<file path="src/rtl/hazard_pkg.sv">
// Shared types for the pipeline hazard controller: FSM states, the
// priority case that is selected each cycle, and the per-stage control
// action bundle with its fixed encodings.
package hazard_pkg;

  typedef enum logic [1:0] {
    S_RUN      = 2'd0,
    S_MEM_WAIT = 2'd1,
    S_FAULT    = 2'd2
  } state_e;

  // Which hazard case drives the pipeline this cycle (highest wins).
  typedef enum logic [2:0] {
    SEL_RUN       = 3'd0,
    SEL_LOAD_USE  = 3'd1,
    SEL_BRANCH    = 3'd2,
    SEL_MEM_STALL = 3'd3,
    SEL_FAULT     = 3'd4,
    SEL_RESET     = 3'd5
  } sel_e;

  typedef struct packed {
    logic pc_we;
    logic ifid_we;
    logic ifid_flush;
    logic idex_we;
    logic idex_bubble;
    logic exmem_we;
    logic memwb_bubble;
  } ctrl_t;

  //                                   pc  ifid flush idex bub exmem mwb
  localparam ctrl_t CTRL_RUN       = '{1'b1, 1'b1, 1'b0, 1'b1, 1'b0, 1'b1, 1'b0};
  localparam ctrl_t CTRL_LOAD_USE  = '{1'b0, 1'b0, 1'b0, 1'b1, 1'b1, 1'b1, 1'b0};
  localparam ctrl_t CTRL_BRANCH    = '{1'b1, 1'b1, 1'b1, 1'b1, 1'b1, 1'b1, 1'b0};
  localparam ctrl_t CTRL_MEM_STALL = '{1'b0, 1'b0, 1'b0, 1'b0, 1'b0, 1'b0, 1'b1};
  localparam ctrl_t CTRL_FAULT     = '{1'b0, 1'b0, 1'b0, 1'b0, 1'b0, 1'b0, 1'b0};
  localparam ctrl_t CTRL_RESET     = '{1'b0, 1'b0, 1'b1, 1'b0, 1'b1, 1'b0, 1'b1};

endpackage

</file>
<file path="src/rtl/pipeline_hazard_ctrl_if.sv">
// Signal bundle between the pipeline datapath (master) and the hazard
// controller (slave). Building with HAZARD_PERF_CNT_EN adds the three
// performance counter outputs.
interface pipeline_hazard_ctrl_if #(
  parameter int REG_ADDR_W = 5,
  parameter int PERF_CNT_W = 32
);
  logic [REG_ADDR_W-1:0] IF_ID_RS1;
  logic [REG_ADDR_W-1:0] IF_ID_RS2;
  logic                  ID_ID_UsesRS2;
  logic [REG_ADDR_W-1:0] ID_EX_Rd;
  logic                  ID_EX_MemRead;
  logic                  EX_BranchTaken;
  logic                  EX_MEM_MemReq;
  logic                  Mem_Ready;

  logic PCWrite;
  logic IF_ID_Write;
  logic IF_ID_Flush;
  logic ID_EX_Write;
  logic ID_EX_Bubble;
  logic EX_MEM_Write;
  logic MEM_WB_Bubble;
  logic Mem_Timeout;
  logic Halt;

`ifdef HAZARD_PERF_CNT_EN
  logic [PERF_CNT_W-1:0] Load_Stall_Cnt;
  logic [PERF_CNT_W-1:0] Mem_Stall_Cnt;
  logic [PERF_CNT_W-1:0] Flush_Cnt;
`endif

  modport master (
`ifdef HAZARD_PERF_CNT_EN
    input  Load_Stall_Cnt, Mem_Stall_Cnt, Flush_Cnt,
`endif
    output IF_ID_RS1, IF_ID_RS2, ID_ID_UsesRS2, ID_EX_Rd, ID_EX_MemRead,
           EX_BranchTaken, EX_MEM_MemReq, Mem_Ready,
    input  PCWrite, IF_ID_Write, IF_ID_Flush, ID_EX_Write, ID_EX_Bubble,
           EX_MEM_Write, MEM_WB_Bubble, Mem_Timeout, Halt
  );

  modport slave (
`ifdef HAZARD_PERF_CNT_EN
    output Load_Stall_Cnt, Mem_Stall_Cnt, Flush_Cnt,
`endif
    input  IF_ID_RS1, IF_ID_RS2, ID_ID_UsesRS2, ID_EX_Rd, ID_EX_MemRead,
           EX_BranchTaken, EX_MEM_MemReq, Mem_Ready,
    output PCWrite, IF_ID_Write, IF_ID_Flush, ID_EX_Write, ID_EX_Bubble,
           EX_MEM_Write, MEM_WB_Bubble, Mem_Timeout, Halt
  );

endinterface

</file>
<file path="src/rtl/pipeline_hazard_ctrl_timeout_cnt.sv">
// Memory wait counter: counts consecutive stalled cycles and flags the
// cycle on which one more stall means a timeout. Saturates, never wraps.
module hazard_timeout_cnt #(
  parameter int MEM_TIMEOUT = 16,
  localparam int CNT_W = $clog2(MEM_TIMEOUT) + 1
) (
  input  logic             clk,
  input  logic             reset_n,
  input  logic             clr,
  input  logic             load_one,
  input  logic             inc,
  output logic [CNT_W-1:0] cnt,
  output logic             at_limit
);

  localparam logic [CNT_W-1:0] LIMIT   = CNT_W'(MEM_TIMEOUT - 1);
  localparam logic [CNT_W-1:0] CNT_MAX = '1;

  // Wait-cycle count; cleared when the wait ends, saturating while it lasts.
  // NOTE: sequential state uses <= so every flop samples pre-edge values.
  always_ff @(posedge clk) begin
    if (!reset_n)                   cnt <= '0;
    else if (clr)                   cnt <= '0;
    else if (load_one)              cnt <= CNT_W'(1);
    else if (inc && cnt != CNT_MAX) cnt <= cnt + CNT_W'(1);
  end

  assign at_limit = (cnt == LIMIT);

endmodule

</file>
<file path="src/rtl/pipeline_hazard_ctrl.sv">
// Hazard and stall sequencer for the 5-stage RV32I pipeline: load-use
// stalls, taken-branch flushes, data-memory waits and a timeout fault.
// Optional build macro HAZARD_PERF_CNT_EN adds saturating counters for
// load-use stalls, memory-stall cycles and branch flushes.
module pipeline_hazard_ctrl
  import hazard_pkg::*;
#(
  parameter int REG_ADDR_W  = 5,
  parameter int MEM_TIMEOUT = 16,
  parameter int PERF_CNT_W  = 32
) (
  input logic                   clk,
  input logic                   reset_n,
  pipeline_hazard_ctrl_if.slave bus
);

  state_e                state_q, state_d;
  logic                  timeout_q, timeout_d;
  logic                  mem_stall, load_use, at_limit;
  logic                  cnt_clr, cnt_load, cnt_inc;
  logic [REG_ADDR_W-1:0] ex_rd;
  sel_e                  sel;
  ctrl_t                 ctrl;

  assign ex_rd     = bus.ID_EX_Rd;
  assign mem_stall = bus.EX_MEM_MemReq & ~bus.Mem_Ready;
  assign load_use  = bus.ID_EX_MemRead & (ex_rd != '0) &
                     ((ex_rd == bus.IF_ID_RS1) |
                      (bus.ID_ID_UsesRS2 & (ex_rd == bus.IF_ID_RS2)));

  hazard_timeout_cnt #(.MEM_TIMEOUT(MEM_TIMEOUT)) u_wait_cnt (
    .clk      (clk),
    .reset_n  (reset_n),
    .clr      (cnt_clr),
    .load_one (cnt_load),
    .inc      (cnt_inc),
    .cnt      (),
    .at_limit (at_limit)
  );

  // State register and sticky timeout flag.
  always_ff @(posedge clk) begin
    if (!reset_n) begin
      state_q   <= S_RUN;
      timeout_q <= 1'b0;
    end else begin
      state_q   <= state_d;
      timeout_q <= timeout_d;
    end
  end

  // Next state and wait-counter control.
  // NOTE: every always_comb output gets a default first so no latch is inferred.
  always_comb begin
    state_d   = state_q;
    timeout_d = timeout_q;
    cnt_clr   = 1'b0;
    cnt_load  = 1'b0;
    cnt_inc   = 1'b0;
    case (state_q)
      S_RUN: begin
        if (mem_stall) begin
          state_d  = S_MEM_WAIT;
          cnt_load = 1'b1;
        end
      end
      S_MEM_WAIT: begin
        if (!mem_stall) begin
          state_d = S_RUN;
          cnt_clr = 1'b1;
        end else begin
          cnt_inc = 1'b1;
          if (at_limit) begin
            state_d   = S_FAULT;
            timeout_d = 1'b1;
          end
        end
      end
      S_FAULT: state_d = S_FAULT;
      default: state_d = S_RUN;
    endcase
  end

  // Pick the highest-priority case active this cycle.
  always_comb begin
    sel = SEL_RUN;
    if (!reset_n)                 sel = SEL_RESET;
    else if (state_q == S_FAULT)  sel = SEL_FAULT;
    else if (mem_stall)           sel = SEL_MEM_STALL;
    else if (bus.EX_BranchTaken)  sel = SEL_BRANCH;
    else if (load_use)            sel = SEL_LOAD_USE;
  end

  // Map the selected case onto stage enables, flushes and bubbles.
  always_comb begin
    case (sel)
      SEL_RESET:     ctrl = CTRL_RESET;
      SEL_FAULT:     ctrl = CTRL_FAULT;
      SEL_MEM_STALL: ctrl = CTRL_MEM_STALL;
      SEL_BRANCH:    ctrl = CTRL_BRANCH;
      SEL_LOAD_USE:  ctrl = CTRL_LOAD_USE;
      default:       ctrl = CTRL_RUN;
    endcase
  end

  assign bus.PCWrite       = ctrl.pc_we;
  assign bus.IF_ID_Write   = ctrl.ifid_we;
  assign bus.IF_ID_Flush   = ctrl.ifid_flush;
  assign bus.ID_EX_Write   = ctrl.idex_we;
  assign bus.ID_EX_Bubble  = ctrl.idex_bubble;
  assign bus.EX_MEM_Write  = ctrl.exmem_we;
  assign bus.MEM_WB_Bubble = ctrl.memwb_bubble;
  assign bus.Halt          = (sel == SEL_FAULT);
  assign bus.Mem_Timeout   = reset_n & timeout_q;

`ifdef HAZARD_PERF_CNT_EN
  logic [PERF_CNT_W-1:0] load_cnt_q, mem_cnt_q, flush_cnt_q;

  // Saturating event counters; a fault selects no counted case, so they freeze.
  always_ff @(posedge clk) begin
    if (!reset_n) begin
      load_cnt_q  <= '0;
      mem_cnt_q   <= '0;
      flush_cnt_q <= '0;
    end else begin
      if (sel == SEL_LOAD_USE && load_cnt_q != '1)
        load_cnt_q <= load_cnt_q + PERF_CNT_W'(1);
      if (sel == SEL_MEM_STALL && mem_cnt_q != '1)
        mem_cnt_q <= mem_cnt_q + PERF_CNT_W'(1);
      if (sel == SEL_BRANCH && flush_cnt_q != '1)
        flush_cnt_q <= flush_cnt_q + PERF_CNT_W'(1);
    end
  end

  assign bus.Load_Stall_Cnt = load_cnt_q;
  assign bus.Mem_Stall_Cnt  = mem_cnt_q;
  assign bus.Flush_Cnt      = flush_cnt_q;
`endif

endmodule

</file>
<file path="src/flat_wrapper.sv">
// flat-port wrapper written by rule: the top's interface ports become plain ports
module pipeline_hazard_ctrl_flat import hazard_pkg::*;
#(
  parameter int REG_ADDR_W  = 5,
  parameter int MEM_TIMEOUT = 16,
  parameter int PERF_CNT_W  = 32
)
  (clk, reset_n, bus_IF_ID_RS1, bus_IF_ID_RS2, bus_ID_ID_UsesRS2, bus_ID_EX_Rd, bus_ID_EX_MemRead, bus_EX_BranchTaken, bus_EX_MEM_MemReq, bus_Mem_Ready, bus_PCWrite, bus_IF_ID_Write, bus_IF_ID_Flush, bus_ID_EX_Write, bus_ID_EX_Bubble, bus_EX_MEM_Write, bus_MEM_WB_Bubble, bus_Mem_Timeout, bus_Halt);
  pipeline_hazard_ctrl_if #(.REG_ADDR_W(REG_ADDR_W), .PERF_CNT_W(PERF_CNT_W)) bus_i ();
  input logic clk;
  input logic reset_n;
  input wire logic [$bits(bus_i.IF_ID_RS1)-1:0] bus_IF_ID_RS1;
  input wire logic [$bits(bus_i.IF_ID_RS2)-1:0] bus_IF_ID_RS2;
  input wire logic [$bits(bus_i.ID_ID_UsesRS2)-1:0] bus_ID_ID_UsesRS2;
  input wire logic [$bits(bus_i.ID_EX_Rd)-1:0] bus_ID_EX_Rd;
  input wire logic [$bits(bus_i.ID_EX_MemRead)-1:0] bus_ID_EX_MemRead;
  input wire logic [$bits(bus_i.EX_BranchTaken)-1:0] bus_EX_BranchTaken;
  input wire logic [$bits(bus_i.EX_MEM_MemReq)-1:0] bus_EX_MEM_MemReq;
  input wire logic [$bits(bus_i.Mem_Ready)-1:0] bus_Mem_Ready;
  output wire logic [$bits(bus_i.PCWrite)-1:0] bus_PCWrite;
  output wire logic [$bits(bus_i.IF_ID_Write)-1:0] bus_IF_ID_Write;
  output wire logic [$bits(bus_i.IF_ID_Flush)-1:0] bus_IF_ID_Flush;
  output wire logic [$bits(bus_i.ID_EX_Write)-1:0] bus_ID_EX_Write;
  output wire logic [$bits(bus_i.ID_EX_Bubble)-1:0] bus_ID_EX_Bubble;
  output wire logic [$bits(bus_i.EX_MEM_Write)-1:0] bus_EX_MEM_Write;
  output wire logic [$bits(bus_i.MEM_WB_Bubble)-1:0] bus_MEM_WB_Bubble;
  output wire logic [$bits(bus_i.Mem_Timeout)-1:0] bus_Mem_Timeout;
  output wire logic [$bits(bus_i.Halt)-1:0] bus_Halt;
  assign bus_i.IF_ID_RS1 = bus_IF_ID_RS1;
  assign bus_i.IF_ID_RS2 = bus_IF_ID_RS2;
  assign bus_i.ID_ID_UsesRS2 = bus_ID_ID_UsesRS2;
  assign bus_i.ID_EX_Rd = bus_ID_EX_Rd;
  assign bus_i.ID_EX_MemRead = bus_ID_EX_MemRead;
  assign bus_i.EX_BranchTaken = bus_EX_BranchTaken;
  assign bus_i.EX_MEM_MemReq = bus_EX_MEM_MemReq;
  assign bus_i.Mem_Ready = bus_Mem_Ready;
  assign bus_PCWrite = bus_i.PCWrite;
  assign bus_IF_ID_Write = bus_i.IF_ID_Write;
  assign bus_IF_ID_Flush = bus_i.IF_ID_Flush;
  assign bus_ID_EX_Write = bus_i.ID_EX_Write;
  assign bus_ID_EX_Bubble = bus_i.ID_EX_Bubble;
  assign bus_EX_MEM_Write = bus_i.EX_MEM_Write;
  assign bus_MEM_WB_Bubble = bus_i.MEM_WB_Bubble;
  assign bus_Mem_Timeout = bus_i.Mem_Timeout;
  assign bus_Halt = bus_i.Halt;
  pipeline_hazard_ctrl #(.REG_ADDR_W(REG_ADDR_W), .MEM_TIMEOUT(MEM_TIMEOUT), .PERF_CNT_W(PERF_CNT_W)) u_core (.clk(clk), .reset_n(reset_n), .bus(bus_i));
endmodule
</file>
<file path="config.mk">
export PLATFORM = sky130hd
export DESIGN_NAME = pipeline_hazard_ctrl_flat
export DESIGN_NICKNAME = d
export VERILOG_FILES = /design/src/rtl/hazard_pkg.sv /design/src/rtl/pipeline_hazard_ctrl_if.sv /design/src/rtl/pipeline_hazard_ctrl_timeout_cnt.sv /design/src/rtl/pipeline_hazard_ctrl.sv /design/src/flat_wrapper.sv
export SDC_FILE = /design/constraint.sdc
export NUM_CORES = 1
export LEC_CHECK = 0
export CORE_MARGIN = 1.5
export CORE_UTILIZATION = 36
export CTS_CLUSTER_DIAMETER = 80
export DETAILED_ROUTE_END_ITERATION = 16
export PLACE_DENSITY = 0.75
export SETUP_SLACK_MARGIN = 0.15
export SYNTH_ARGS = -nofsm -noshare
export SYNTH_HDL_FRONTEND = slang
export SYNTH_SLANG_ARGS = --single-unit
</file>
<file path="constraint.sdc">
create_clock -name clk -period 1.7 [get_ports clk]
set_input_delay 0.425 -clock clk [delete_from_list [all_inputs] [get_ports clk]]
set_output_delay 0.425 -clock clk [all_outputs]
set_load 0.005 [all_outputs]
</file>
== Word-level counts from Yosys, hierarchy flattened ==
Cells that the tools add are included.
Storage, ports and cells
  logic and storage cells: 51
  bits of input ports: 22
  output and inout bits: 9
  flip-flop bits (word level): 8
Operators by class
  reduce and logical (&&, ||, !) cells: 8
  add/subtract/negate cells: 1
  mux-type cells: 17
  equal/unequal tests: 13
  bitwise operators: 8
Operator list (count)
  $pmux 7 s5: 1
  $mux 3: 4
  $eq 5x5->1: 2
  $mux 1: 8
  $eq 3x2->1 const B: 2
  $eq 3x3->1 const B: 2
  $mux 2: 3
  $pmux 2 s3: 1
  $add 5x1->5 const B: 1
  $and 1x1->1: 5
  $eq 5x4->1 const B: 1
  $ne 5x5->1 const B: 1
  $reduce_bool 5->1: 1
  $eq 3x1->1 const B: 1
  $ne 3x3->1 const B: 1
  $reduce_and 3->1: 1
  $reduce_or 3->1: 1
  $eq 2x1->1 const B: 1
  $eq 2x2->1 const B: 1
  $logic_not 2->1: 1
  $ne 2x1->1 const B: 1
  $not 1->1: 2
  $reduce_and 2->1: 1
  $reduce_bool 2->1: 1
  other kinds (3): 3

== Longest topological paths before layout ==
Gate-level depths: netlist of run 1.
  depth in word-level cells: 11
  mapped depth: 7
  depth with buffers taken out: 7

== By module ==
A second synthesis of run 1 with hierarchy kept.
Unflattened totals
  cell total of the unflattened synthesis: 71
  area total of the unflattened synthesis: 598.1 µm²
By module, submodules not included
  pipeline_hazard_ctrl: area an instance 334.1 µm², seq. area each 60.1 µm², cells an instance 42, instances 1
  hazard_timeout_cnt: area an instance 264.0 µm², seq. area each 100.1 µm², cells an instance 29, instances 1

== Worst setup path after synthesis of run 1 ==
OpenSTA, ideal clock, no wires.
  path kind: in2out
  from: in bus_Mem_Ready
  to: out bus_PCWrite
  buffers on the path: 1
  data required time: 1.275 ns
  cell stages on the path: 4
  path slack: -0.027 ns
  arrival time: 1.302 ns
  cell sequence: and2b_1 > nor3_4 > a21boi_0 > buf_4
On the way
  longest elaborated chain between the ends: 7
  elaborated cells on any way between the ends: 11
  classes of those cells: eq/ne (5); mux (4); bitwise (2)
Ends and longest elaborated chain
  start, declared: line flat_wrapper.sv:19  | input wire logic [$bits(bus_i.Mem_Ready)-1:0] bus_Mem_Ready;
  $not 1->1 (*): line pipeline_hazard_ctrl.sv:26  | assign mem_stall = bus.EX_MEM_MemReq & ~bus.Mem_Ready;
  $and 1x1->1 (*): line pipeline_hazard_ctrl.sv:26
  $mux 3 (*): line pipeline_hazard_ctrl.sv:89  | else if (mem_stall) sel = SEL_MEM_STALL;
  $mux 3 (*): line pipeline_hazard_ctrl.sv:88  | else if (state_q == S_FAULT) sel = SEL_FAULT;
  $mux 3 (*): line pipeline_hazard_ctrl.sv:87  | if (!reset_n) sel = SEL_RESET;
  $eq 3x1->1, or another cell as far along: line pipeline_hazard_ctrl.sv:96  | case (sel)
  $pmux 7 s5 (*): line pipeline_hazard_ctrl.sv:96
  end, declared: line flat_wrapper.sv:20  | output wire logic [$bits(bus_i.PCWrite)-1:0] bus_PCWrite;
Mark *: on every way between the ends. The rest lies on a longest branch, timed or not.

== Final worst setup path of run 1 ==
  from: in bus_Mem_Ready
  to: out bus_ID_EX_Bubble
On the way
  longest elaborated chain between the ends: 7
  elaborated cells on any way between the ends: 11
  classes of those cells: eq/ne (5); mux (4); bitwise (2)
Ends and longest elaborated chain
  $not 1->1 (*): line pipeline_hazard_ctrl.sv:26
  $and 1x1->1 (*): line pipeline_hazard_ctrl.sv:26
  $mux 3 (*): line pipeline_hazard_ctrl.sv:89
  $mux 3 (*): line pipeline_hazard_ctrl.sv:88
  $mux 3 (*): line pipeline_hazard_ctrl.sv:87
  $eq 3x1->1, or another cell as far along: line pipeline_hazard_ctrl.sv:96
  $pmux 7 s5 (*): line pipeline_hazard_ctrl.sv:96
  end, declared: line flat_wrapper.sv:24  | output wire logic [$bits(bus_i.ID_EX_Bubble)-1:0] bus_ID_EX_Bubble;
Marks and branches as above.

==> results of run 1 <==
stage by stage:
stage	utilization (%)	hold slack, ns	setup slack (ns)	total power, mW
6_report	74.4	0.457	-0.233	0.558
5_1_grt	74.4	0.492	-0.281	0.586
4_1_cts	70.3	0.462	-0.236	0.543
3_5_place_dp	62.6	0.447	-0.858	0.368
3_3_place_gp	62.6	0.438	-0.823	0.365
2_1_floorplan	-	0.419	0.0783	0.263
routing by layer:
layer / global-route usage, % / vias to the layer above / routed length [um]
met4: 7.06 / 0 / 21
met3: 3.57 / 4 / 195
met2: 36.6 / 35 / 987
li1: - / 368 / -
met1: 19.9 / 337 / 686
met5: 0 / - / 0
worst paths after layout:
check                           start                       end  slack (ns)  depth (start not counted)
min reg2reg          u_core.timeout_q          u_core.timeout_q        0.46                          2
max                     bus_Mem_Ready          bus_ID_EX_Bubble       -0.23                          7
max reg2reg  u_core.u_wait_cnt.cnt[1]  u_core.u_wait_cnt.cnt[2]        0.25                          6
min                  u_core.timeout_q          u_core.timeout_q        0.46                          2
what timing repair did:
item / in CTS / in global routing
setup buffers: 5 / 6
hold buffers: 0 / 0
pin swaps: 22 / 5
endpoints found under the setup margin: 13 / 14
resized for setup: 144 / 10
hold endpoints to repair: 0 / 0
Yosys cell counts:
cell | count | area (um2)
a21oi_1 | 1 | 5.00
buf_4 | 2 | 15.0
mux2i_1 | 1 | 10.0
a22oi_1 | 1 | 7.51
nor3_4 | 1 | 16.3
o22ai_1 | 1 | 6.26
and2_2 | 1 | 7.51
nand4_1 | 1 | 6.26
o21ai_0 | 3 | 15.0
o21a_1 | 1 | 7.51
and2b_1 | 1 | 7.51
a21boi_0 | 1 | 7.51
nor4_4 | 1 | 21.3
and2_1 | 1 | 6.26
nand3_1 | 2 | 10.0
nor2b_4 | 1 | 13.8
nor2_1 | 8 | 30.0
nor3_1 | 2 | 10.0
xnor2_1 | 13 | 114
ha_1 | 3 | 37.5
nor4b_4 | 1 | 23.8
and3_1 | 1 | 6.26
a211oi_1 | 1 | 7.51
nand2b_1 | 2 | 12.5
nand2_1 | 8 | 30.0
nor3_2 | 1 | 10.0
nand2b_4 | 1 | 13.8
nor3b_1 | 1 | 7.51
o31ai_1 | 1 | 7.51
dfxtp_1 | 8 | 160
inv_1 | 3 | 11.3
a221o_1 | 1 | 10.0
cells by family after synthesis:
group                    count (synthesis)
AO/OA/AOI/OAI                           11
XOR/XNOR                                13
adder cells (fa/ha/maj)                  3
buffers and inverters                    5
flip-flops                               8
multiplexers                             1
AND/OR/NAND/NOR                         34
final cells by class:
cell class | instances | area (um2)
multi-input combinational | 62 | 591
sequential | 8 | 163
tap | 25 | 31.3
timing repair buffer | 53 | 452
fill | 133 | 438
clock buffer | 3 | 22.5
inverter | 3 | 11.3
flip-flops by register name, indices dropped and copies added (netlist names):
signal	flops
u_core.u_wait_cnt.cnt	5
u_core.state_q	2
u_core.timeout_q	1
report_power, final:
part | switching, mW | internal [mW] | total (mW) | leakage (nW)
Combinational | 0.0799 | 0.134 | 0.214 | 0.483
Clock | 0.0691 | 0.0811 | 0.150 | 0.0138
Sequential | 0.00269 | 0.191 | 0.193 | 0.0657
worst register-to-register path, cell delays in order (launching register included):
cell     delay (ns)
dfxtp_1        0.33
ha_1           0.20
and3_4         0.20
ha_4           0.19
nor4b_4        0.22
xnor2_1        0.14
nor2_1         0.06
==> impl_metrics.json, run 1 <==
{
  "cp_slowest_cell": "a221o_1",
  "max_stage_delay_ns": 0.30,
  "globalplace.congestion": 0.789,
  "violations": "negative setup slack",
  "ys_seq_elements": 8,
  "grtUsageTotal_pct": 19.0,
  "synthAdderAreaFrac_pct": 5.74,
  "row_count": 15,
  "grt_pass1_wl_um": 2880,
  "vias": 744,
  "synth_compound_area_share_pct": 11.3,
  "stdcell_count": 154,
  "muxShareOfSynthArea_pct": 1.53,
  "drv_cap": 0,
  "clock.fmax_mhz": 517,
  "drc": 0,
  "core_area_um2": 1710,
  "insertion_delay_ns": 0.25,
  "crit_family": "simple AND/OR/NAND/NOR gates",
  "end_kind": "output port",
  "clk_root_buffer_cell": "clkbuf_4",
  "setup_slack_ns": -0.233,
  "synth_cells": 75,
  "grt.overflow.total": 0,
  "fin_crit_sh_pct": 114,
  "htreeDepth": 1,
  "layout_common_cells": "buf_6, buf_4, buf_2",
  "min_period_ns": 1.93,
  "ant_nets": 0,
  "vias_per_cell": 4.83,
  "cts.path.max_buffers": 2,
  "synth_top_family_by_area": "simple AND/OR/NAND/NOR gates",
  "tightest_slew_ns": 0.207,
  "leakage_nw": 0.563,
  "setup_viol": 6,
  "synthesis.nets": 100,
  "numCtsBuffers": 3,
  "path_clk_slew_ns": 0.06,
  "drive_gt1_share_pct": 62.8,
  "clock_skew_ns": 0.00187,
  "outcome": "finished with violations",
  "wl_um": 1890,
  "synth_xor_area_share_pct": 17.4,
  "path_class": "primary input to output port",
  "io_buffers": 30,
  "ys_seq_area_share_pct": 24.5,
  "boundaryPins": 31,
  "hp-class": "register to register",
  "clkSinkCount": 8,
  "cp-start-kind": "primary input",
  "max-vdd-ir-drop_mv": 0.430,
  "drt_first_pass_iters": 4,
  "wl_per_cell_um": 12.3,
  "arrival_ns": 1.51,
  "die_area_um2": 2080,
  "synth_area_um2": 654,
  "dp_cells": 140,
  "grt_max_degree": 7,
  "synth_cell_type_count": 32,
  "placed_cell_area_um2": 1070,
  "drtIter0Drc": 4,
  "worstPathMaxFanout": 2,
  "die_h_um": 45.6,
  "cp_cell_sequence": "buf_6, and2b_2, nor3_4, buf_4, and2_4, a221o_1, buf_2",
  "nets": 156,
  "power_density_nw_per_um2": 439,
  "crit_buf_inv": 3,
  "dieWidth_um": 45.6,
  "post-dp-hpwl_um": 1410,
  "max_slew_margin_pct": 86.1,
  "rsz0062_at_grt": "true",
  "fin_area_um2": 1270,
  "grt_pass1_vias": 735,
  "ys_warn_count": 0,
  "tns_ns": -0.816,
  "n_antenna_cell": 0,
  "hold_violations": 0,
  "cts_tree": "yes",
  "crit_required_ns": 1.27,
  "report.final.slew_viol_count": 0,
  "syn2layout_area_growth_pct": 94.1,
  "final_common_cell": "buf_6",
  "start_util_pct": 38.3,
  "syn-mean-instance-area_um2": 8.73,
  "synthSimpleGateAreaFrac_pct": 35.6,
  "antenna_found_initial": 0
}
No activity file was read; power rests on OpenSTA's default activity.
==> inputs of run 2 (changes only) <==
==> constraint.sdc (replaced) <==
create_clock -name clk -period 1.7 [get_ports clk]
set_input_delay 0.17 -clock clk [delete_from_list [all_inputs] [get_ports clk]]
set_output_delay 0.17 -clock clk [all_outputs]
set_load 0.005 [all_outputs]
==> impl_metrics.json, run 2 (synthesis gave the netlist of run 1 again) <==
{
  "clkSinkCount": 8,
  "cp_slowest_cell": "dfxtp_2",
  "switching_power_uw": 146,
  "numCtsBuffers": 3,
  "min_period_ns": 1.62,
  "total_power_uw": 523,
  "tns_ns": 0,
  "path_class": "register to output port",
  "rr_startpoint": "u_core.u_wait_cnt.cnt[0]",
  "drtIter0Drc": 5,
  "report.final.slew_viol_count": 0,
  "max_slew_margin_pct": 85.0,
  "htreeDepth": 1,
  "reg_top3": "u_core.u_wait_cnt.cnt (5), u_core.state_q (2), u_core.timeout_q (1)",
  "fin_crit_sh_pct": 95.1,
  "insertion_delay_ns": 0.27,
  "layout_common_cells": "clkdlybuf4s50_1, xnor2_1, buf_4",
  "top_register": "u_core.u_wait_cnt.cnt",
  "max_stage_delay_ns": 0.32,
  "power.share.switching_pct": 27.9,
  "grtUsageTotal_pct": 18.6,
  "grt_pass1_vias": 636,
  "cts_tree": "yes",
  "dieWidth_um": 45.6,
  "arrival_ns": 1.45,
  "crit_family": "simple AND/OR/NAND/NOR gates",
  "grt_max_degree": 7,
  "path_clk_slew_ns": 0.06,
  "grt_pass1_wl_um": 2700,
  "crit_buf_inv": 2,
  "vias_per_cell": 4.71,
  "cp_cell_sequence": "nor2b_4, nor3_4, buf_4, and2_4, a221o_1, buf_2",
  "worstPathMaxFanout": 2,
  "n_antenna_cell": 0,
  "hp-class": "primary input to register",
  "setup_viol": 0,
  "core_area_um2": 1710,
  "drive_gt1_share_pct": 32.5,
  "boundaryPins": 31,
  "whs_path_depth": 4,
  "reg2reg_depth": 6,
  "clock.fmax_mhz": 619,
  "fin_hold_ws_ns": 0.403,
  "clock_skew_ns": 0.00188,
  "min_from": "reset_n",
  "timing.rr.end": "u_core.u_wait_cnt.cnt[2]",
  "cts_hold_buf": 0,
  "seq_power_share_pct": 36.9,
  "comb_power_share_pct": 32.9,
  "cp-start-kind": "register",
  "drv_cap": 0,
  "wl_um": 1810,
  "drt_first_pass_iters": 3,
  "vias": 683,
  "final_common_cell": "clkdlybuf4s50_1",
  "die_area_um2": 2080,
  "max-vdd-ir-drop_mv": 0.414,
  "rsz0062_at_grt": "true",
  "post-dp-hpwl_um": 1370,
  "cts.path.max_buffers": 2,
  "power_density_nw_per_um2": 459,
  "leakage_nw": 0.464,
  "end_kind": "output port",
  "p_clk_share_pct": 30.2,
  "io_buffers": 30,
  "outcome": "finished clean",
  "largest_reg_flops": 5,
  "r2r_slack_ns": 0.22,
  "globalplace.congestion": 0.777,
  "ant_nets": 0,
  "internal_power_uw": 377,
  "grt.overflow.total": 0,
  "min_to": "u_core.timeout_q",
  "row_count": 15,
  "antenna_found_initial": 0,
  "wl_per_cell_um": 12.5,
  "syn2layout_area_growth_pct": 74.0,
  "nets": 147,
  "die_h_um": 45.6,
  "clk_root_buffer_cell": "clkbuf_4",
  "drc": 0,
  "crit_required_ns": 1.53,
  "start_util_pct": 38.3,
  "hold_violations": 0,
  "tightest_slew_ns": 0.225
}
==> run 2: cell types whose count changed in the layout (fill, tap and decap cells not counted), moves of 2 or more <==
cell,change
buf_2,-8
buf_4,-6
buf_6,-16
clkdlybuf4s50_1,+14
dlygate4sd2_1,+6
dlymetal6s2s_1,+2
nand2_1,+2
nand2_2,-2
xnor2_1,+6
xnor2_2,-6
==> run 2: power groups by stage <==
| stage | clock network [mW] | registers, mW | logic (mW) |
|---|---|---|---|
| CTS | 0.169 | 0.193 | 0.168 |
| global placement | 0 | 0.197 | 0.164 |
| floorplan | 0 | 0.199 | 0.0629 |
| finish | 0.158 | 0.193 | 0.172 |
| global route | 0.173 | 0.193 | 0.185 |
| detailed placement | 0 | 0.197 | 0.167 |
==> run 2: cell type report <==
type / instances / area (um2)
Sequential cell: 8 / 163
Clock buffer: 3 / 22.5
Tap cell: 25 / 31.3
Fill cell: 148 / 569
Timing Repair Buffer: 44 / 389
Inverter: 3 / 11.3
Multi-Input combinational cell: 62 / 522
==> run 2: worst max-delay path by stage <==
| stage | from | endpoint | slack, ns | depth (start not counted) |
|---|---|---|---|---|
| after global placement | bus_ID_EX_Rd[2] | bus_ID_EX_Bubble | -0.33 | 6 |
| after CTS | u_core.state_q[1] | bus_ID_EX_Bubble | 0.02 | 6 |
| after floorplan | u_core.u_wait_cnt.cnt[0] | u_core.u_wait_cnt.cnt[2] | 0.18 | 6 |
| final | u_core.state_q[1] | bus_ID_EX_Bubble | 0.08 | 6 |
| after detailed placement | bus_ID_EX_Rd[2] | bus_ID_EX_Bubble | -0.36 | 6 |
| after global routing | u_core.state_q[1] | bus_ID_EX_Bubble | 0.02 | 6 |
==> run 2: routing by layer <==
metal | up-vias | GRT usage, % | share of wire, %
li1 | 353 | - | -
met1 | 315 | 19.0 | 39
met2 | 11 | 35.2 | 56
met3 | 4 | 4.76 | 2.2
met4 | 0 | 7.06 | 2.3
met5 | - | 0 | 0
==> run 2: timing repair <==
| action | 4_1_cts | 5_1_grt |
|---|---|---|
| setup endpoints to repair | 13 | 11 |
| cloned | 0 | 0 |
| pin swaps | 2 | 6 |
| resized for setup | 38 | 7 |
| setup buffers | 3 | 1 |
==> run 2: worst register-to-register path, delay by kind of cell, from the launching register on <==
| family | cells | cell delay, ns |
|---|---|---|
| and+or+nand+nor | 3 | 0.53 |
| adders and majority gates | 2 | 0.40 |
| DFF | 1 | 0.32 |
| xor gates and xnor gates | 1 | 0.14 |
==> run 2: per-stage QoR <==
step           setup slack, ns  cells  utilization [%]  instance area, um2
2_1_floorplan            0.180     75                -                 657
4_1_cts                 0.0244    144             64.9                1110
5_1_grt                 0.0217    145             66.7                1140
3_5_place_dp            -0.363    138             61.4                1050
3_3_place_gp            -0.334    138             61.4                1050
6_report                0.0836    145             66.7                1140
==> inputs of run 3 (changes only) <==
Settings changed: CORE_MARGIN 1.5 to default, CORE_UTILIZATION 36 to 34, PLACE_DENSITY 0.75 to 0.73, SYNTH_HIERARCHICAL from default to 1.
==> impl_metrics.json, run 3 <==
{
  "max_slew_margin_pct": 81.4,
  "row_count": 14,
  "cp-start-kind": "primary input",
  "worstPathMaxFanout": 2,
  "drtIter0Drc": 14,
  "violations": "design-rule violations",
  "cts.path.max_buffers": 2,
  "dieWidth_um": 43.9,
  "synth_cell_type_count": 30,
  "n_antenna_cell": 0,
  "hold_violations": 0,
  "antenna_found_initial": 0,
  "post-dp-hpwl_um": 1150,
  "max-vdd-ir-drop_mv": 0.351,
  "min_period_ns": 1.58,
  "fin_crit_sh_pct": 92.9,
  "drc": 6,
  "synth_area_leaders": "dfxtp_1, xor2_1, ha_1, and2_1, inv_1",
  "grt_pass1_vias": 608,
  "reg2reg_depth": 6,
  "insertion_delay_ns": 0.25,
  "grt_pass1_wl_um": 2540,
  "total_power_uw": 501,
  "yosysMostFrequentCell": "xor2_1",
  "tightest_slew_ns": 0.276,
  "grt_max_degree": 8,
  "rsz0062_at_grt": "true",
  "syn2layout_area_growth_pct": 81.0,
  "layout_common_cells": "buf_4, xor2_1, dlygate4sd2_1, clkbuf_2, clkdlybuf4s50_1",
  "reg_top3": "u_core/u_wait_cnt/cnt (5), u_core/state_q (2), u_core/timeout_q (1)",
  "start_util_pct": 37.9,
  "die_area_um2": 1930,
  "use_met3_pct": 4.58,
  "top_usage_layer": "met2",
  "synth_top_cells_by_count": "xor2_1, dfxtp_1, inv_1, nor2_1",
  "outcome": "finished with violations",
  "rr_startpoint": "u_core/u_wait_cnt/cnt[1]",
  "ys_warn_count": 6,
  "io_buffers": 30,
  "hp-class": "register to register",
  "clock.fmax_mhz": 633,
  "numCtsBuffers": 3,
  "yosysTopAreaCellShare_pct": 26.8,
  "grt_use_met2_pct": 31.3,
  "final_common_cell": "buf_4",
  "power_density_nw_per_um2": 463,
  "vias_per_cell": 5.08,
  "ant_nets": 0,
  "drv_cap": 0,
  "arrival_ns": 1.41,
  "end_kind": "output port",
  "ys.flop_type": "dfxtp_1",
  "r2r_slack_ns": 0.19,
  "clk_root_buffer_cell": "clkbuf_4",
  "report.final.slew_viol_count": 0,
  "die_h_um": 43.9,
  "wl_um": 1790,
  "timing.rr.end": "u_core/u_wait_cnt/cnt[3]",
  "leakage_nw": 0.521,
  "min_to": "u_core/u_wait_cnt/cnt[1]",
  "path_class": "primary input to output port",
  "top_register": "u_core/u_wait_cnt/cnt",
  "min_from": "u_core/u_wait_cnt/cnt[1]",
  "globalplace.congestion": 0.706,
  "placed_cell_area_um2": 966,
  "synth_area_um2": 598,
  "synth_edf_count": 0,
  "clock_skew_ns": 0.00150,
  "fin_area_um2": 1080,
  "largest_reg_flops": 5,
  "ys_seq_area_share_pct": 26.8,
  "boundaryPins": 31,
  "ys_seq_elements": 8,
  "whs_path_depth": 2,
  "use_met1_pct": 19.3,
  "nets": 142,
  "grt.overflow.total": 0,
  "crit_required_ns": 1.53,
  "cts_hold_buf": 0,
  "cts_tree": "yes",
  "setup_viol": 0,
  "drt_first_pass_iters": 10,
  "synthesis.nets": 96,
  "grtUsageTotal_pct": 18.2,
  "clkSinkCount": 8,
  "core_area_um2": 1580,
  "synth_cells": 71,
  "syn-mean-instance-area_um2": 8.42,
  "path_clk_slew_ns": 0.06,
  "async_flop_share_pct": 0,
  "vias": 665,
  "drive_gt1_share_pct": 44.3,
  "yosysTopAreaCell": "dfxtp_1",
  "wl_per_cell_um": 13.7,
  "htreeDepth": 1
}
[run 3: cell count changes in the layout (fill, tap and decap cells not counted), sizes merged, moves of 2 or more]
| cell | change |
|---|---|
| xnor2 | -11 |
| xor2 | +10 |
| clkdlybuf4s50 | -9 |
| dlymetal6s2s | +2 |
| dlygate4sd2 | -2 |
| inv | +2 |
| clkbuf | +8 |
| nand2 | -5 |
| nor3 | -2 |
| nor2 | -4 |
| a21oi | +2 |
[run 3: cell type report]
type,instances,area [um2]
tap,16,20.0
fill,125,494
clock buffer,3,22.5
timing repair buffer,43,355
multi-input combinational,56,500
inverter,5,18.8
sequential,8,165
[run 3: worst max-delay path by stage]
stage / start / slack, ns / cells past startpoint / end
final: bus_ID_EX_Rd[0] / 0.12 / 6 / bus_PCWrite
after global routing: bus_ID_EX_Rd[0] / 0.08 / 6 / bus_IF_ID_Write
after CTS: bus_ID_EX_Rd[3] / 0.12 / 6 / bus_ID_EX_Bubble
after detailed placement: bus_ID_EX_Rd[3] / -0.52 / 6 / bus_ID_EX_Bubble
after global placement: bus_ID_EX_Rd[3] / -0.52 / 6 / bus_ID_EX_Bubble
after floorplan: u_core/u_wait_cnt/cnt[0] / 0.16 / 6 / u_core/u_wait_cnt/cnt[3]
[run 3: critical path: stages]
cell and delay (ns):
buf_8 0.10, xor2_2 0.17, nor4_2 0.33, a32oi_2 0.19, o31a_1 0.32, buf_2 0.13
[run 3: cells by family after synthesis]
kind of cell | Yosys count | share of synthesized area (%)
DFF | 8 | 26.8
xor gates and xnor gates | 12 | 17.6
buffers and inverters | 7 | 5.65
and+or+nand+nor | 27 | 27.4
adders and majority gates | 3 | 6.28
AOI/OAI and AO/OA | 14 | 16.3
[run 3: report_power, final]
part	switching [mW]	internal, mW	leakage (nW)	total, mW
Clock	0.0668	0.0809	0.0138	0.148
Combinational	0.0655	0.0926	0.441	0.158
Sequential	0.00325	0.192	0.0666	0.195
Total	0.136	0.365	0.521	0.501
[run 3: what timing repair did]
| action | CTS | global route |
|---|---|---|
| pin swaps | 11 | 13 |
| resized for setup | 48 | 35 |
| buffers inserted | 2 | 3 |
| setup endpoints to repair | 10 | 8 |
[run 3: per-layer routing]
metal / vias up / share of wire, %
met3: 2 / 11
met5: - / 0
met4: 0 / 0.61
li1: 335 / -
met1: 299 / 39
met2: 29 / 49
[run 3: metrics by stage]
step           cells  utilization (%)  worst slack, ns  setup TNS [ns]  hold WS, ns
2_1_floorplan     71                -            0.162               0        0.286
3_3_place_gp     123             61.3           -0.521           -1.80        0.469
3_5_place_dp     123             61.3           -0.517           -1.86        0.473
4_1_cts          128             64.4            0.121               0        0.483
5_1_grt          131             68.7           0.0846               0        0.499
6_report         131             68.7            0.121               0        0.486
==> RTL change 1, RTL diff (config.mk and constraints of run 2) <==
The 3 states of `state_e` get a one-hot encoding in 3 bits.
--- a/src/rtl/hazard_pkg.sv
+++ b/src/rtl/hazard_pkg.sv
@@ -3,10 +3,10 @@
 // action bundle with its fixed encodings.
 package hazard_pkg;
 
-  typedef enum logic [1:0] {
-    S_RUN      = 2'd0,
-    S_MEM_WAIT = 2'd1,
-    S_FAULT    = 2'd2
+  typedef enum logic [2:0] {
+    S_RUN      = 3'b001,
+    S_MEM_WAIT = 3'b010,
+    S_FAULT    = 3'b100
   } state_e;
 
   // Which hazard case drives the pipeline this cycle (highest wins).
Formal check against the unedited RTL: no difference found for any inputs over 10 cycles, from zero or initial values and one cycle with reset_n low; not proved beyond that.
==> RTL change 1 against run 2 <==
- utilization grew 1.2 points
- setup slack lost 0.025 ns
- synthesized area grew 2.1%
- sequential cell count grew 1
- global-route usage grew 1.9 points
- power grew 6.7%
- cell area grew 3.0%
- highest routed layer unchanged
- wire length grew 10%
- first-iteration DRC count grew 60%
==> RTL change 1: results (changes against run 2) <==
outcome finished, final reports clean; Max IR drop VDD 0.454 mV (+9.5%); post-synthesis mux area share 3.18% (+1.7 points); Hold Crit Depth 2 (-2); CP Data Arrival Time 1.83 ns (+0.38 ns); vias in the first global route 709 (+11%); DR pass1 iterations 4 (+1); post-synthesis sequential area ratio 27.0% (+2.5 points); Synth area leaders dfxtp_1 (27%), xor2_1 (12%), ha_1 (5.6%); crit path from u_core.u_wait_cnt.cnt[0]$_SDFFE_PP0P_; Hold Crit Start u_core.u_wait_cnt.cnt[1]$_SDFFE_PP0P_; share of post-route cells with drive strength above 1 39.7% (+7.2 points); Routed WL 2000 um (+10%); nets@finish 157 (+6.8%); first-pass GRT wire length 3080 um (+14%); global-route usage over all layers 20.5% (+1.9 points); Largest regs u_core.u_wait_cnt.cnt x5, u_core.state_q x3, u_core.timeout_q x1; GPL Wtd Cong 0.766 (-1.4%); leak pwr 0.514 nW (+11%); area post-placement 0.00111 sq mm (+6.3%); Crit Path Class flip-flop to flip-flop; Post-DP HPWL 1460 um (+6.3%); r2r endpoint u_core.u_wait_cnt.cnt[0]$_SDFFE_PP0P_; maximum fanout along the worst path 5 (+3); Crit path largest cell delay 0.40 ns (+0.08 ns); # fillers 160 (+8.1%); HP Class flip-flop to flip-flop; most frequent cells after synthesis dfxtp_1 (9), nor2_1 (9), xor2_1 (9), o21ai_0 (6), nand2b_1 (5)
[RTL change 1: cell types whose count changed in the layout (fill, tap and decap cells not counted), sizes merged, moves of 2 or more]
cell and delta:
xnor2 -10, clkdlybuf4s50 -9, nand2 -4, o21ai +4, xor2 +9, or4 +2
clkbuf +7, nand2b +2, buf +7
[RTL change 1: cell type report]
class | count | area share (%)
sequential | 9 | 16.0
clock buffer | 4 | 2.24
timing repair buffer | 48 | 32.6
inverter | 2 | 0.640
multi-input combinational | 68 | 45.9
tap | 25 | 2.67
[RTL change 1: worst max-delay path, delay by kind of cell (launching register included)]
family | cells | cell delay, ns
and+or+nand+nor | 2 | 0.59
DFF | 1 | 0.36
AOI/OAI and AO/OA | 2 | 0.29
adders and majority gates | 2 | 0.33
[RTL change 1: cell families after synthesis]
family | count (synthesis)
DFF | 9
adders and majority gates | 3
xor gates and xnor gates | 12
buffers and inverters | 6
AOI/OAI and AO/OA | 17
muxes | 2
and+or+nand+nor | 34
[RTL change 1: per-layer routing]
metal | part of all wire, % | wire [um] | GRT usage [%]
met5 | 0 | 0 | 0
met4 | 0.95 | 19 | 6.86
met3 | 5.5 | 110 | 4.71
met2 | 51 | 1020 | 34.2
met1 | 43 | 851 | 25.7
[RTL change 1: per-stage QoR]
stage	cells	setup WS, ns
6_report	156	0.0587
4_1_cts	155	0.0764
5_1_grt	156	-0.00316
2_1_floorplan	83	0.154
3_5_place_dp	148	-0.590
3_3_place_gp	148	-0.560
[RTL change 1: timing repair]
item                       CTS  global route
pin swaps                   11            11
hold buffers                 0             0
gates resized for setup     54            24
setup endpoints to repair   11            10
buffers inserted             3             1
[RTL change 1: power by group]
group	internal, mW	total, mW	switching [mW]
registers	0.217	0.222	0.00542
clock network	0.0908	0.173	0.0823
logic	0.0943	0.163	0.0686
==> RTL change 2, RTL diff (settings of run 2) <==
Made on the original files. `MEM_TIMEOUT` is set to 16 in 3 places; all go to 8.
--- a/src/rtl/pipeline_hazard_ctrl_timeout_cnt.sv
+++ b/src/rtl/pipeline_hazard_ctrl_timeout_cnt.sv
@@ -1,7 +1,7 @@
 // Memory wait counter: counts consecutive stalled cycles and flags the
 // cycle on which one more stall means a timeout. Saturates, never wraps.
 module hazard_timeout_cnt #(
-  parameter int MEM_TIMEOUT = 16,
+  parameter int MEM_TIMEOUT = 8,
   localparam int CNT_W = $clog2(MEM_TIMEOUT) + 1
 ) (
   input  logic             clk,
--- a/src/rtl/pipeline_hazard_ctrl.sv
+++ b/src/rtl/pipeline_hazard_ctrl.sv
@@ -6,7 +6,7 @@
   import hazard_pkg::*;
 #(
   parameter int REG_ADDR_W  = 5,
-  parameter int MEM_TIMEOUT = 16,
+  parameter int MEM_TIMEOUT = 8,
   parameter int PERF_CNT_W  = 32
 ) (
   input logic                   clk,
--- a/src/flat_wrapper.sv
+++ b/src/flat_wrapper.sv
@@ -2,7 +2,7 @@
 module pipeline_hazard_ctrl_flat import hazard_pkg::*;
 #(
   parameter int REG_ADDR_W  = 5,
-  parameter int MEM_TIMEOUT = 16,
+  parameter int MEM_TIMEOUT = 8,
   parameter int PERF_CNT_W  = 32
 )
   (clk, reset_n, bus_IF_ID_RS1, bus_IF_ID_RS2, bus_ID_ID_UsesRS2, bus_ID_EX_Rd, bus_ID_EX_MemRead, bus_EX_BranchTaken, bus_EX_MEM_MemReq, bus_Mem_Ready, bus_PCWrite, bus_IF_ID_Write, bus_IF_ID_Flush, bus_ID_EX_Write, bus_ID_EX_Bubble, bus_EX_MEM_Write, bus_MEM_WB_Bubble, bus_Mem_Timeout, bus_Halt);
Check against the original RTL: not equivalent (Yosys sat finds a counterexample within 10 cycles, from zero or initial values and one cycle with reset_n low).
==> RTL change 2 against run 2 <==
- cell area decreased by 10%
- setup slack improved by 0.019 ns
- global-route usage increased by 3.1 points
- via count decreased by 4.7%
- power decreased by 8.8%
- synthesized area decreased by 18%
- register-to-register slack improved by 0.06 ns
- worst hold slack improved by 0.060 ns
- sequential cell count decreased by 1
- wire length decreased by 4.0%
==> RTL change 2: results (changes against run 2) <==
nets@finish 138 (-6.1%); Root Buffer clkbuf_4; Largest regs u_core.u_wait_cnt.cnt x4, u_core.state_q x2, u_core.timeout_q x1; global-route usage over all layers 21.7% (+3.1 points); CP Data Arrival Time 1.43 ns (-0.02 ns); final setup violation count 0 (unchanged); DR pass1 iterations 4 (+1); Top FF cell, synth dfxtp_1; ys async rst share 0% (unchanged); # diodes 0 (unchanged); Max-slew headroom 82.8% (-2.1 points); xor-xnor portion of the synthesized cell area 17.9% (+0.47 points); HP Class primary input to flip-flop; Post-Syn Nets 90 (-10%); Yosys cell types 27 (-16%); share of post-route cells with drive strength above 1 38.6% (+6.1 points); leak pwr 0.484 nW (+4.2%); first-pass GRT wire length 2910 um (+7.7%); Clk Latency, worst-skew pair 0.25 ns (-0.02 ns); H-tree levels 1 (unchanged); GPL Wtd Cong 0.820 (+5.5%); outcome finished, final reports clean; post-synthesis sequential area ratio 26.0% (+1.5 points); Clock Tree Buf Depth 2 (unchanged); Ys Warns 0 (unchanged); clock slew at reported path FFs 0.05 ns; Switching Power 0.127 mW (-13%); Synth Instances 67 (-11%); largest net degree at the start of global routing 10 (+3); Routed WL 1740 um (-4.0%); Post-DP HPWL 1300 um (-5.7%); clock skew 0.00281 ns (+0.000928 ns); PortBufs 30 (unchanged); Synth area leaders dfxtp_1 (26%), xor2_1 (15%), and2_1 (4.6%); maximum fanout along the worst path 3 (+1); vias in the first global route 688 (+8.2%); Layout Cells excl Fill 129 (-11%); vias 651 (-4.7%); most frequent cells after synthesis xor2_1 (9), dfxtp_1 (7), nor2_1 (6), nand2_1 (5); Max IR drop VDD 0.493 mV (+19%); placed cells 123 (-11%); post-synthesis mux area share 1.86% (+0.33 points); post-synthesis compound-gate area fraction 16.7% (+5.4 points); initial antenna violation count 0 (unchanged); Starting DRT DRC Count 12 (+7); number of CTS-inserted buffers 3 (unchanged); post-synthesis adder-cell area fraction 2.32% (-3.4 points); pre-CTS setup slack -0.533 ns (-0.170 ns)
[RTL change 2: stage by stage]
stage	setup TNS, ns	hold slack, ns	cell area [sq um]	power, mW
after CTS	0	0.472	995	0.471
after global routing	0	0.482	1020	0.504
after floorplan	0	0.406	539	0.225
final	0	0.463	1020	0.477
after detailed placement	-1.68	0.454	945	0.326
after global placement	-1.54	0.446	945	0.322
[RTL change 2: cell type report]
class / instances / area, sq um
clock buffers: 4 / 26.3
flip-flops and latches: 7 / 141
multi-input cells: 57 / 444
repair buffers: 46 / 393
well taps: 15 / 18.8
fillers: 109 / 327
[RTL change 2: layer usage]
metal	vias up	GRT usage, %	wire length (um)
li1	328	-	-
met1	303	27.0	750
met2	20	36.6	894
met3	0	7.39	90
met4	0	3.87	0
met5	-	0	0
[RTL change 2: logic make-up after synthesis]
| kind of cell | Yosys count |
|---|---|
| AND/OR/NAND/NOR | 30 |
| AO/OA/AOI/OAI | 14 |
| XOR/XNOR | 11 |
| flip-flops | 7 |
| buffers and inverters | 3 |
| multiplexers | 1 |
| adder cells (fa/ha/maj) | 1 |
[RTL change 2: power by group through the flow]
| stage | combinational, mW | sequential [mW] | clock [mW] |
|---|---|---|---|
| floorplan | 0.0515 | 0.173 | 0 |
| global placement | 0.149 | 0.173 | 0 |
| detailed placement | 0.153 | 0.173 | 0 |
| CTS | 0.147 | 0.170 | 0.154 |
| global route | 0.170 | 0.170 | 0.164 |
| finish | 0.156 | 0.170 | 0.151 |
[RTL change 2: worst max-delay path, cell delays in order, from the launching register on]
cell and delay (ns):
dfxtp_1 0.38, nor2b_4 0.06, or3_1 0.38, o211ai_1 0.20, buf_2 0.15
[RTL change 2: final timing paths]
kind | start | to | slack (ns) | cells past startpoint
setup / recovery | u_core.state_q[0]$_SDFFE_PN0P_ | bus_ID_EX_Bubble | 0.10 | 4
hold / removal | bus_EX_MEM_MemReq | u_core.state_q[0]$_SDFFE_PN0P_ | 0.46 | 6
setup reg to reg | u_core.state_q[0]$_SDFFE_PN0P_ | u_core.u_wait_cnt.cnt[3]$_SDFFE_PP0P_ | 0.28 | 5
hold reg to reg | u_core.timeout_q$_SDFFE_PN0P_ | u_core.timeout_q$_SDFFE_PN0P_ | 0.47 | 1
[RTL change 2: what timing repair did]
| action | CTS | global route |
|---|---|---|
| gates resized for setup | 52 | 21 |
| setup endpoints to repair | 9 | 4 |
| pin swaps | 9 | 7 |
| buffers inserted | 2 | 0 |
| endpoints found under the hold margin | 0 | 0 |
